## src/rtl/fir_stream_ctrl.sv

```systemverilog
// Sequencer and coefficient bank for a 27-tap FIR: loads taps while idle, steps the FIR
// from a valid/ready sample stream, drains the tail with zeros and presents results as a stream.
module fir_stream_ctrl #(
    parameter int NTAPS     = 27,
    parameter int CW        = 9,
    parameter int DW        = 4,
    parameter int OW        = 16,
    parameter bit SKIP_FILL = 1
) (
    input  logic                  clk,
    input  logic                  rst_n,
    input  logic                  cfg_we,
    input  logic [4:0]            cfg_addr,
    input  logic [CW-1:0]         cfg_data,
    output logic                  cfg_err,
    input  logic                  start,
    input  logic                  flush,
    input  logic                  s_valid,
    input  logic [DW-1:0]         s_data,
    output logic                  s_ready,
    output logic [DW-1:0]         fir_i_mag,
    output logic                  fir_en_n,
    output logic                  fir_clr,
    output logic [NTAPS*CW-1:0]   coef,
    input  logic [OW-1:0]         fir_out,
    output logic                  m_valid,
    output logic [OW-1:0]         m_data,
    input  logic                  m_ready,
    output logic                  busy,
    output logic                  done
);

    localparam int                CNTW = $clog2(NTAPS);
    localparam logic [CNTW-1:0]   LAST = CNTW'(NTAPS - 1);
    localparam logic [CNTW-1:0]   ONE  = CNTW'(1);

    typedef enum logic [1:0] {IDLE, CLEAR, RUN, DRAIN} state_t;

    state_t                   state, state_nx;
    logic [NTAPS-1:0][CW-1:0] coef_q;
    logic [CNTW-1:0]          fill_cnt, drain_cnt;
    logic                     step, emit, addr_ok, wr_ok;

    assign addr_ok  = 32'(cfg_addr) < NTAPS;
    assign wr_ok    = cfg_we & (state == IDLE) & addr_ok;
    assign fir_en_n = ~step;
    assign fir_clr  = (state == CLEAR);
    assign busy     = (state != IDLE);
    assign m_data   = fir_out;
    assign coef     = coef_q;

    // The output slot is free when empty or being emptied this cycle; every FIR step
    // produces a new result, so a step is only allowed into a free slot.
    always_comb begin
        state_nx  = state;
        step      = 1'b0;
        emit      = 1'b0;
        s_ready   = 1'b0;
        fir_i_mag = '0;
        case (state)
            IDLE:  if (start) state_nx = CLEAR;
            CLEAR: state_nx = RUN;
            RUN: begin
                s_ready   = ~m_valid | m_ready;
                step      = s_valid & s_ready;
                fir_i_mag = s_data;
                emit      = step & (!SKIP_FILL || fill_cnt >= LAST);
                if (flush) state_nx = DRAIN;
            end
            DRAIN: begin
                step = ~m_valid | m_ready;
                emit = step;
                if (step && drain_cnt == ONE) state_nx = IDLE;
            end
            default: state_nx = IDLE;
        endcase
    end

    always_ff @(posedge clk) begin
        if (!rst_n) begin
            state     <= IDLE;
            coef_q    <= '0;
            fill_cnt  <= '0;
            drain_cnt <= '0;
            m_valid   <= 1'b0;
            cfg_err   <= 1'b0;
            done      <= 1'b0;
        end else begin
            state   <= state_nx;
            cfg_err <= cfg_we & ~wr_ok;
            done    <= (state == DRAIN) & step & (drain_cnt == ONE);
            if (wr_ok) coef_q[cfg_addr] <= cfg_data;

            if (state == CLEAR) begin
                fill_cnt <= '0;
                m_valid  <= 1'b0;
            end else if (emit) begin
                m_valid <= 1'b1;
            end else if (m_ready) begin
                m_valid <= 1'b0;
            end

            if (state == RUN && step && fill_cnt < LAST) fill_cnt <= fill_cnt + ONE;

            // Tail is always NTAPS-1 zero steps, however short the run was.
            if (state == RUN && flush)        drain_cnt <= LAST;
            else if (state == DRAIN && step)  drain_cnt <= drain_cnt - ONE;
        end
    end

endmodule

```

## config.mk

```make
export PLATFORM = sky130hd
export DESIGN_NAME = fir_stream_ctrl
export DESIGN_NICKNAME = d
export VERILOG_FILES = /design/src/rtl/fir_stream_ctrl.sv
export SDC_FILE = /design/constraint.sdc
export NUM_CORES = 1
export LEC_CHECK = 0
export ABC_CLOCK_PERIOD_IN_PS = 1700
export BUFFER_PORTS_ARGS = -buffer_cell sky130_fd_sc_hd__buf_4
export CORE_AREA = 2 2 152 154
export CTS_CLUSTER_DIAMETER = 60
export DETAILED_ROUTE_END_ITERATION = 16
export DIE_AREA = 0 0 154 156
export PLACE_DENSITY = 0.87
export SLEW_MARGIN = 20
export SYNTH_ARGS = -nofsm -noshare
export SYNTH_HDL_FRONTEND = slang
export SYNTH_SLANG_ARGS = --single-unit
```

## constraint.sdc

```tcl
create_clock -name clk -period 1.7 [get_ports clk]
set_input_delay 0.085 -clock clk [delete_from_list [all_inputs] [get_ports clk]]
set_output_delay 0.085 -clock clk [all_outputs]
set_load 0.01 [all_outputs]
```

==> qor_table.md, run 1 <==
| Result | Value |
| --- | --- |
| Cell type with the largest total area after synthesis | sky130_fd_sc_hd__dfxtp_1 |
| Grt ovf | 0 |
| Arrival time of the worst setup path | 1.61 ns |
| Vertical die dimension | 156 microns |
| Clock latency on the worst-skew pair | 0.53 ns |
| Vias in the first global route | 8794 |
| Die W | 154 microns |
| Max-capacitance violation count | 0 |
| Post-synthesis register bit count | 258 |
| Leading post-synthesis cells by cell area | sky130_fd_sc_hd__dfxtp_1 51%, sky130_fd_sc_hd__mux2i_1 10%, sky130_fd_sc_hd__nand3_1 7.5% |
| Type of the worst setup path | reg -> out |
| Critical-path cell with the highest stage delay | sky130_fd_sc_hd__dfxtp_2 |
| Wirelength per Cell | 18.9 microns |
| Synthesized netlist net count | 1182 |
| Result of the run | finished clean |
| Slew headroom | 0.657 |
| Fin Clk Skew | 0.00916 ns |
| Mapped Area | 0.0101 sq mm |
| Port bufs | 278 |
| Clock tree from TritonCTS | done |
| Clock transition at the registers of the reported paths | 0.06 ns |
| Share of synthesized registers carrying an async set or reset | 0 |
| Synthesized area per cell | 8.94 sq um |
| Design Power | 14.8 mW |
| Count of final setup violators | 0 |
| Placed instance count | 1615 |
| Standby leakage power | 5.56 nW |
| Required time worst endpoint | 1.62 ns |
| Most prevalent standard cell on the critical path | sky130_fd_sc_hd__buf_6 |
| Die Outline Area | 0.0240 sq mm |
| Cell-by-cell trace of the critical path | buf_6 > ha_4 > buf_6 > and2_4 > a21oi_2 > buf_4 |
| Critical path's top delay family | buffers and inverters |
| Maximum number of pins on one net before global-route repair | 88 |
| Initial Util | 0.452 |
| Layout Cells excl Fill | 1685 |
| Kind of launch point of the worst setup path | flip-flop |
| Delay of the slowest cell on the worst path | 0.32 ns |
| Core Rows | 55 |
| I/O pin cnt | 311 |
| Detail Placement HPWL | 20.0 mm |
| Final-report hold violation count | 0 |
| Placeable core region | 0.0224 sq mm |
| Overall via count from detail_route | 9229 |
| Number of warnings issued by yosys | 0 |
| Power density over the cells | 1070 mW/mm^2 |
| Highest attainable clock frequency | 0.590 GHz |
| Number of antenna-violating nets in the routed design | 0 |
| Number of fillers in the final layout | 1779 |
| Tightest Hold Check Type | in -> reg |
| Count of pins over their slew limit | 0 |
| Num CTS Buffers | 28 |
| Antenna violations before repair | 0 |
| Number of synthesized flops with an enable pin | 0 |
| Routed wire length | 31.8 mm |
| Unique cell type count in the Yosys netlist | 43 |
| Sinks on the clock net | 258 |
| Number of violations reported at the end of detailed-routing iteration 0 | 549 |
| Routability congestion estimate from global placement | 0.820 |
| Clock root buffer master | sky130_fd_sc_hd__clkbuf_16 |
| Combined global-route utilization of all metal layers | 0.247 |
| Maximum clock path buffer count | 3 |
| Slew at the pin closest to its max-slew limit | 0.514 ns |
| Maximum net fanout on the critical path | 4 |
| Fraction of final layout cells sized beyond drive strength 1 | 0.306 |
| Sequential area share after synthesis | 0.511 |
| Critical path capture point type | output pin |
| Number of buffers and inverters on the critical path | 3 |
| Area share of the largest cell type after synthesis | 0.511 |
| Final period utilization | 0.997 |
| Per-cell via count in the routed design | 5.48 |
| Pre-Repair DR Iteration Count | 5 |
| Final Critical Period | 1.70 ns |
| Area added between synthesis and finish | 36.2% |
| H-tree depth | 1 |
| RSZ-0062 raised after global routing | yes |
| Number of instances in the synthesized netlist | 1132 |
| Wire length of the first global-routing pass | 47.7 mm |
| DRC violations left | 0 |
| Peak supply drop | 0.958 mV |
| Prevailing post-synth register cell | sky130_fd_sc_hd__dfxtp_1 |
| Number of nets at the end of the flow | 1429 |
| Number of diodes added for antenna fixing | 0 |
[metrics by stage]
step           utilization  cell area [sq um]  TNS, ns  worst slack [ns]  hold slack [ns]
2_1_floorplan            -              10100        0            0.0192            0.247
6_report             0.616              13800        0           0.00440           0.0490
4_1_cts              0.607              13600  -0.0345           -0.0345           0.0172
3_5_place_dp         0.557              12500   -20.85            -0.140            0.170
5_1_grt              0.616              13800   -0.221           -0.0436           0.0407
3_3_place_gp         0.557              12500   -12.70            -0.113            0.170
[cell families after synthesis]
group,share of synthesized area
compound gates,0.0895
xor+xnor,0.00260
mux,0.0999
flops,0.511
fa+ha+maj,0.0111
simple gates,0.229
buf+inv,0.0576
[tightest hold or removal path, stage by stage]
cell,delay (ns)
sky130_fd_sc_hd__buf_4,0.26
sky130_fd_sc_hd__nand3_1,0.13
sky130_fd_sc_hd__a21oi_1,0.06
[sequential cells by signal, indices dropped and copies added (netlist names)]
register and flops:
cfg_err 1, m_valid 1, done 1, drain_cnt 5, coef 243, fill_cnt 5, state 2
[layer usage]
layer | up-vias | GRT usage | wire [microns]
li1 | 4299 | - | -
met1 | 4360 | 0.304 | 12100
met2 | 467 | 0.421 | 15400
met3 | 103 | 0.0553 | 3120
met4 | 0 | 0.0992 | 1140
met5 | - | 0 | 0
[synthesized netlist by cell type (10+ instances only)]
master / instances
sky130_fd_sc_hd__buf_1: 10
sky130_fd_sc_hd__nand3_1: 152
sky130_fd_sc_hd__buf_4: 17
sky130_fd_sc_hd__clkbuf_1: 63
sky130_fd_sc_hd__buf_2: 25
sky130_fd_sc_hd__mux2i_1: 101
sky130_fd_sc_hd__a21boi_1: 28
sky130_fd_sc_hd__a21oi_1: 123
sky130_fd_sc_hd__nor2_1: 103
sky130_fd_sc_hd__nand2_1: 169
sky130_fd_sc_hd__dfxtp_1: 258
[where the power goes]
part / leakage [nW] / switching (mW) / internal, mW / total, mW
Sequential: 2.08 / 0.0891 / 6.17 / 6.26
Combinational: 2.99 / 1.18 / 0.904 / 2.08
Clock: 0.487 / 2.45 / 4.01 / 6.46
[final timing paths]
| kind | startpoint | to | slack [ns] | cells past startpoint |
|---|---|---|---|---|
| hold / removal | cfg_data[6] | coef[51] | 0.05 | 3 |
| setup / recovery | state[1] | fir_en_n | 0.004 | 6 |
| setup reg to reg | state[1] | coef[81] | 0.07 | 6 |
| hold reg to reg | coef[155] | coef[155] | 0.45 | 2 |
[cells in the final DEF (no fill, tap or decap), types with 6 or more instances in the layout]
| cell type | count |
|---|---|
| sky130_fd_sc_hd__nor2_8 | 9 |
| sky130_fd_sc_hd__nand2_2 | 14 |
| sky130_fd_sc_hd__a21boi_1 | 28 |
| sky130_fd_sc_hd__inv_1 | 6 |
| sky130_fd_sc_hd__mux2i_1 | 101 |
| sky130_fd_sc_hd__nand2_1 | 155 |
| sky130_fd_sc_hd__ha_1 | 6 |
| sky130_fd_sc_hd__nor2_4 | 7 |
| sky130_fd_sc_hd__clkbuf_16 | 29 |
| sky130_fd_sc_hd__buf_4 | 300 |
| sky130_fd_sc_hd__nand3_1 | 152 |
| sky130_fd_sc_hd__buf_6 | 14 |
| sky130_fd_sc_hd__dfxtp_1 | 256 |
| sky130_fd_sc_hd__a21oi_1 | 122 |
| sky130_fd_sc_hd__buf_12 | 11 |
| sky130_fd_sc_hd__nor2_1 | 102 |
| sky130_fd_sc_hd__clkbuf_1 | 6 |
[cell type report]
class                           instances  area [sq um]  share of cell area
Inverter                                9          38.8             0.00282
Tap cell                              285           357              0.0259
Clock buffer                           38           790              0.0573
Clock inverter                         13           203              0.0147
Sequential cell                       258          5170               0.375
Timing Repair Buffer                  330          2680               0.195
Multi-Input combinational cell        752          4540               0.330
[repair_timing]
action | 4_1_cts | 5_1_grt
hold buffers | 5 | 0
setup endpoints to repair | 250 | 131
pin swaps | 1 | 9
resized for setup | 18 | 31
buffers inserted | 3 | 7
endpoints found under the hold margin | 24 | 0
cloned | 0 | 4
(Power assumes the default switching activity.)
==> run 2, diff against run 1 <==
--- a/config.mk
+++ b/config.mk
@@ -5,7 +5,7 @@
 export SDC_FILE = /design/constraint.sdc
 export NUM_CORES = 1
 export LEC_CHECK = 0
-export ABC_CLOCK_PERIOD_IN_PS = 1700
+export ABC_CLOCK_PERIOD_IN_PS = 1450
 export BUFFER_PORTS_ARGS = -buffer_cell sky130_fd_sc_hd__buf_4
 export CORE_AREA = 2 2 152 154
 export CTS_CLUSTER_DIAMETER = 60
==> constraint.sdc (replaced) <==
create_clock -name clk -period 1.45 [get_ports clk]
set_input_delay 0.0725 -clock clk [delete_from_list [all_inputs] [get_ports clk]]
set_output_delay 0.0725 -clock clk [all_outputs]
set_load 0.01 [all_outputs]
==> run 2 against run 1 <==
Against the previous run: sequential cell count did not move; die area unchanged; highest routed layer unchanged; the run now ends with setup timing left; clock skew decreased by 0.0012 ns; critical endpoint unchanged; power is 21% higher; combinational power up 45%; clock-buffer cell count shrank 8; sequential share of layout area fell by 2.2 points.
==> qor_table.md, run 2 (synthesis results as in run 1) <==
| Result | Value | vs previous |
| --- | --- | --- |
| Kind of launch point of the worst setup path | flip-flop | unchanged |
| Standby leakage power | 5.94 nW | was 5.56 nW |
| Final Critical Period | 1.70 ns |  |
| Combined global-route utilization of all metal layers | 0.265 | was 0.247 |
| Launch instance of the worst register-to-register path | state[1] | unchanged |
| Clock tree from TritonCTS | done | unchanged |
| Final period utilization | 1.17 |  |
| Routability congestion estimate from global placement | 0.811 | was 0.820 |
| Highest attainable clock frequency | 0.589 GHz |  |
| Power density over the cells | 1220 mW/mm^2 | was 1070 mW/mm^2 |
| Clock latency on the worst-skew pair | 0.53 ns | about the same |
| Arrival time of the worst setup path | 1.63 ns | was 1.61 ns |
| Die W | 154 microns | unchanged |
| Highest layer used for signal routing | met4 | unchanged |
| Max-capacitance violation count | 0 | unchanged |
| Hold Path Sink | cfg_err | was coef[51] |
| Vias in the first global route | 9248 | was 8794 |
| DRC violations left | 0 | unchanged |
| DRT met1 WL | 13.0 mm | was 12.1 mm |
| DP Area | 0.0127 sq mm | was 0.0125 sq mm |
| Number of violations reported at the end of detailed-routing iteration 0 | 512 | was 549 |
| Placed instance count | 1628 | was 1615 |
| Tightest Hold Check Type | in -> reg | unchanged |
| Initial Util | 0.452 | unchanged |
| Peak supply drop | 1.13 mV | was 0.958 mV |
| Count of pins over their slew limit | 0 | unchanged |
| R2r setup slk | -0.19 ns | was 0.07 ns |
| Port bufs | 278 | unchanged |
| Slew headroom | 0.652 | was 0.657 |
| Pre-Repair DR Iteration Count | 5 | unchanged |
| Placeable core region | 0.0224 sq mm | unchanged |
| Maximum clock path buffer count | 3 | unchanged |
| Count of final setup violators | 256 | was 0 |
| Detail Placement HPWL | 19.8 mm | was 20.0 mm |
| Maximum net fanout on the critical path | 5 | was 4 |
| Post-route cell area | 0.0147 sq mm | was 0.0138 sq mm |
| Wire length on met3 | 2.75 mm | was 3.12 mm |
| End of the worst register-to-register path | coef[79] | was coef[81] |
| Clock transition at the registers of the reported paths | 0.06 ns | about the same |
| Number of fillers in the final layout | 1602 | was 1779 |
| Min-delay src | cfg_we | was cfg_data[6] |
| Result of the run | finished, violations left | was finished clean |
| Wire length of the first global-routing pass | 50.9 mm | was 47.7 mm |
| Fraction of final layout cells sized beyond drive strength 1 | 0.368 | was 0.306 |
| Overall via count from detail_route | 9571 | was 9229 |
| H-tree depth | 1 | unchanged |
| Design Power | 17.9 mW | was 14.8 mW |
| Per-cell via count in the routed design | 5.60 | was 5.48 |
| RSZ-0062 raised after global routing | yes | unchanged |
| Least setup slack across all paths after layout | -0.249 ns | was 0.00440 ns |
| Num CTS Buffers | 27 | was 28 |
| Most used cells in the layout excluding fill and tap cells | 306 x sky130_fd_sc_hd__buf_4, 255 x sky130_fd_sc_hd__dfxtp_1, 149 x sky130_fd_sc_hd__nand2_1, 143 x sky130_fd_sc_hd__nand3_1, 102 x sky130_fd_sc_hd__nor2_1 | was 300 x sky130_fd_sc_hd__buf_4, 256 x sky130_fd_sc_hd__dfxtp_1, 155 x sky130_fd_sc_hd__nand2_1, 152 x sky130_fd_sc_hd__nand3_1, 122 x sky130_fd_sc_hd__a21oi_1 |
| Type of the worst setup path | reg -> out | unchanged |
| Number of diodes added for antenna fixing | 0 | unchanged |
| Routed wire length | 34.0 mm | was 31.8 mm |
| Clock root buffer master | sky130_fd_sc_hd__clkbuf_16 | unchanged |
| I/O pin cnt | 311 | unchanged |
| Failing checks | setup timing |  |
| Slew at the pin closest to its max-slew limit | 0.521 ns | was 0.514 ns |
| Sinks on the clock net | 258 | unchanged |
| Worst Reg-to-Reg Cells | 7 | was 6 |
| Wirelength per Cell | 19.9 microns | was 18.9 microns |
| Number of antenna-violating nets in the routed design | 0 | unchanged |
| Fin Clk Skew | 0.00791 ns | was 0.00916 ns |
| Area added between synthesis and finish | 44.9% | was 36.2% |
| Maximum number of pins on one net before global-route repair | 89 | was 88 |
| Grt ovf | 0 | unchanged |
| Required time worst endpoint | 1.38 ns | was 1.62 ns |
| Worst Setup Slack post-DPL | -0.157 ns | was -0.140 ns |
| Most frequent standard cell in the layout excluding fill and tap cells | sky130_fd_sc_hd__buf_4 | unchanged |
| Vertical die dimension | 156 microns | unchanged |
| Antenna violations before repair | 0 | unchanged |
| Die Outline Area | 0.0240 sq mm | unchanged |
| Number of nets at the end of the flow | 1455 | was 1429 |
| DR WL met2 | 16.7 mm | was 15.4 mm |
| Number of flip-flops in the largest register | 243 | unchanged |
| Layout Cells excl Fill | 1710 | was 1685 |
| Final-report hold violation count | 0 | unchanged |
| Core Rows | 55 | unchanged |
| Critical path capture point type | output pin | unchanged |
| Cell depth of the worst hold path | 3 | unchanged |
-- run 2: final cells by class --
type,count,area (sq um),share of cell area
flip-flops and latches,258,5170,0.353
multi-input cells,756,4960,0.338
repair buffers,353,3150,0.215
clock buffers,30,697,0.0475
well taps,285,357,0.0243
clock inverters,19,270,0.0184
inverters,9,46.3,0.00316
-- run 2: power by group --
group / internal, mW / switching, mW / total (mW) / leakage, nW
sequential: 7.24 / 0.144 / 7.39 / 2.08
clock: 4.56 / 2.95 / 7.51 / 0.470
combinational: 1.43 / 1.58 / 3.01 / 3.39
-- run 2: critical path, stage by stage (launching register included) --
cell	delay, ns
sky130_fd_sc_hd__dfxtp_1	0.36
sky130_fd_sc_hd__nand2b_1	0.12
sky130_fd_sc_hd__buf_4	0.18
sky130_fd_sc_hd__inv_1	0.13
sky130_fd_sc_hd__nor2_4	0.07
sky130_fd_sc_hd__a21oi_2	0.12
sky130_fd_sc_hd__buf_4	0.13
-- run 2: how the worst max path moves through the flow --
stage               startpoint           end  depth (start not counted)
floorplan             state[1]     coef[215]                          8
global placement      state[1]       coef[9]                          7
detailed placement    state[0]      coef[14]                          7
CTS                   state[0]  fir_i_mag[1]                          6
global route           m_valid      fir_en_n                          6
finish                 m_valid      fir_en_n                          6
-- run 2: metal layers --
| layer | global-route usage | vias up |
|---|---|---|
| li1 | - | 4378 |
| met1 | 0.318 | 4626 |
| met2 | 0.458 | 444 |
| met3 | 0.0517 | 123 |
| met4 | 0.124 | 0 |
| met5 | 0 | - |
-- run 2: repair_timing --
item	4_1_cts	5_1_grt
hold buffers	2	0
setup buffers	7	7
gates resized for setup	48	70
endpoints found under the hold margin	17	0
cloned	17	1
pin swaps	22	16
endpoints found under the setup margin	256	258
-- run 2: stage by stage --
stage,util,hold WS (ns),TNS [ns]
floorplan,-,0.222,-1.36
global placement,0.568,0.145,-10.98
detailed placement,0.568,0.145,-19.68
CTS,0.639,0.00320,-28.16
global route,0.655,0.0230,-48.95
finish,0.655,0.00646,-28.02
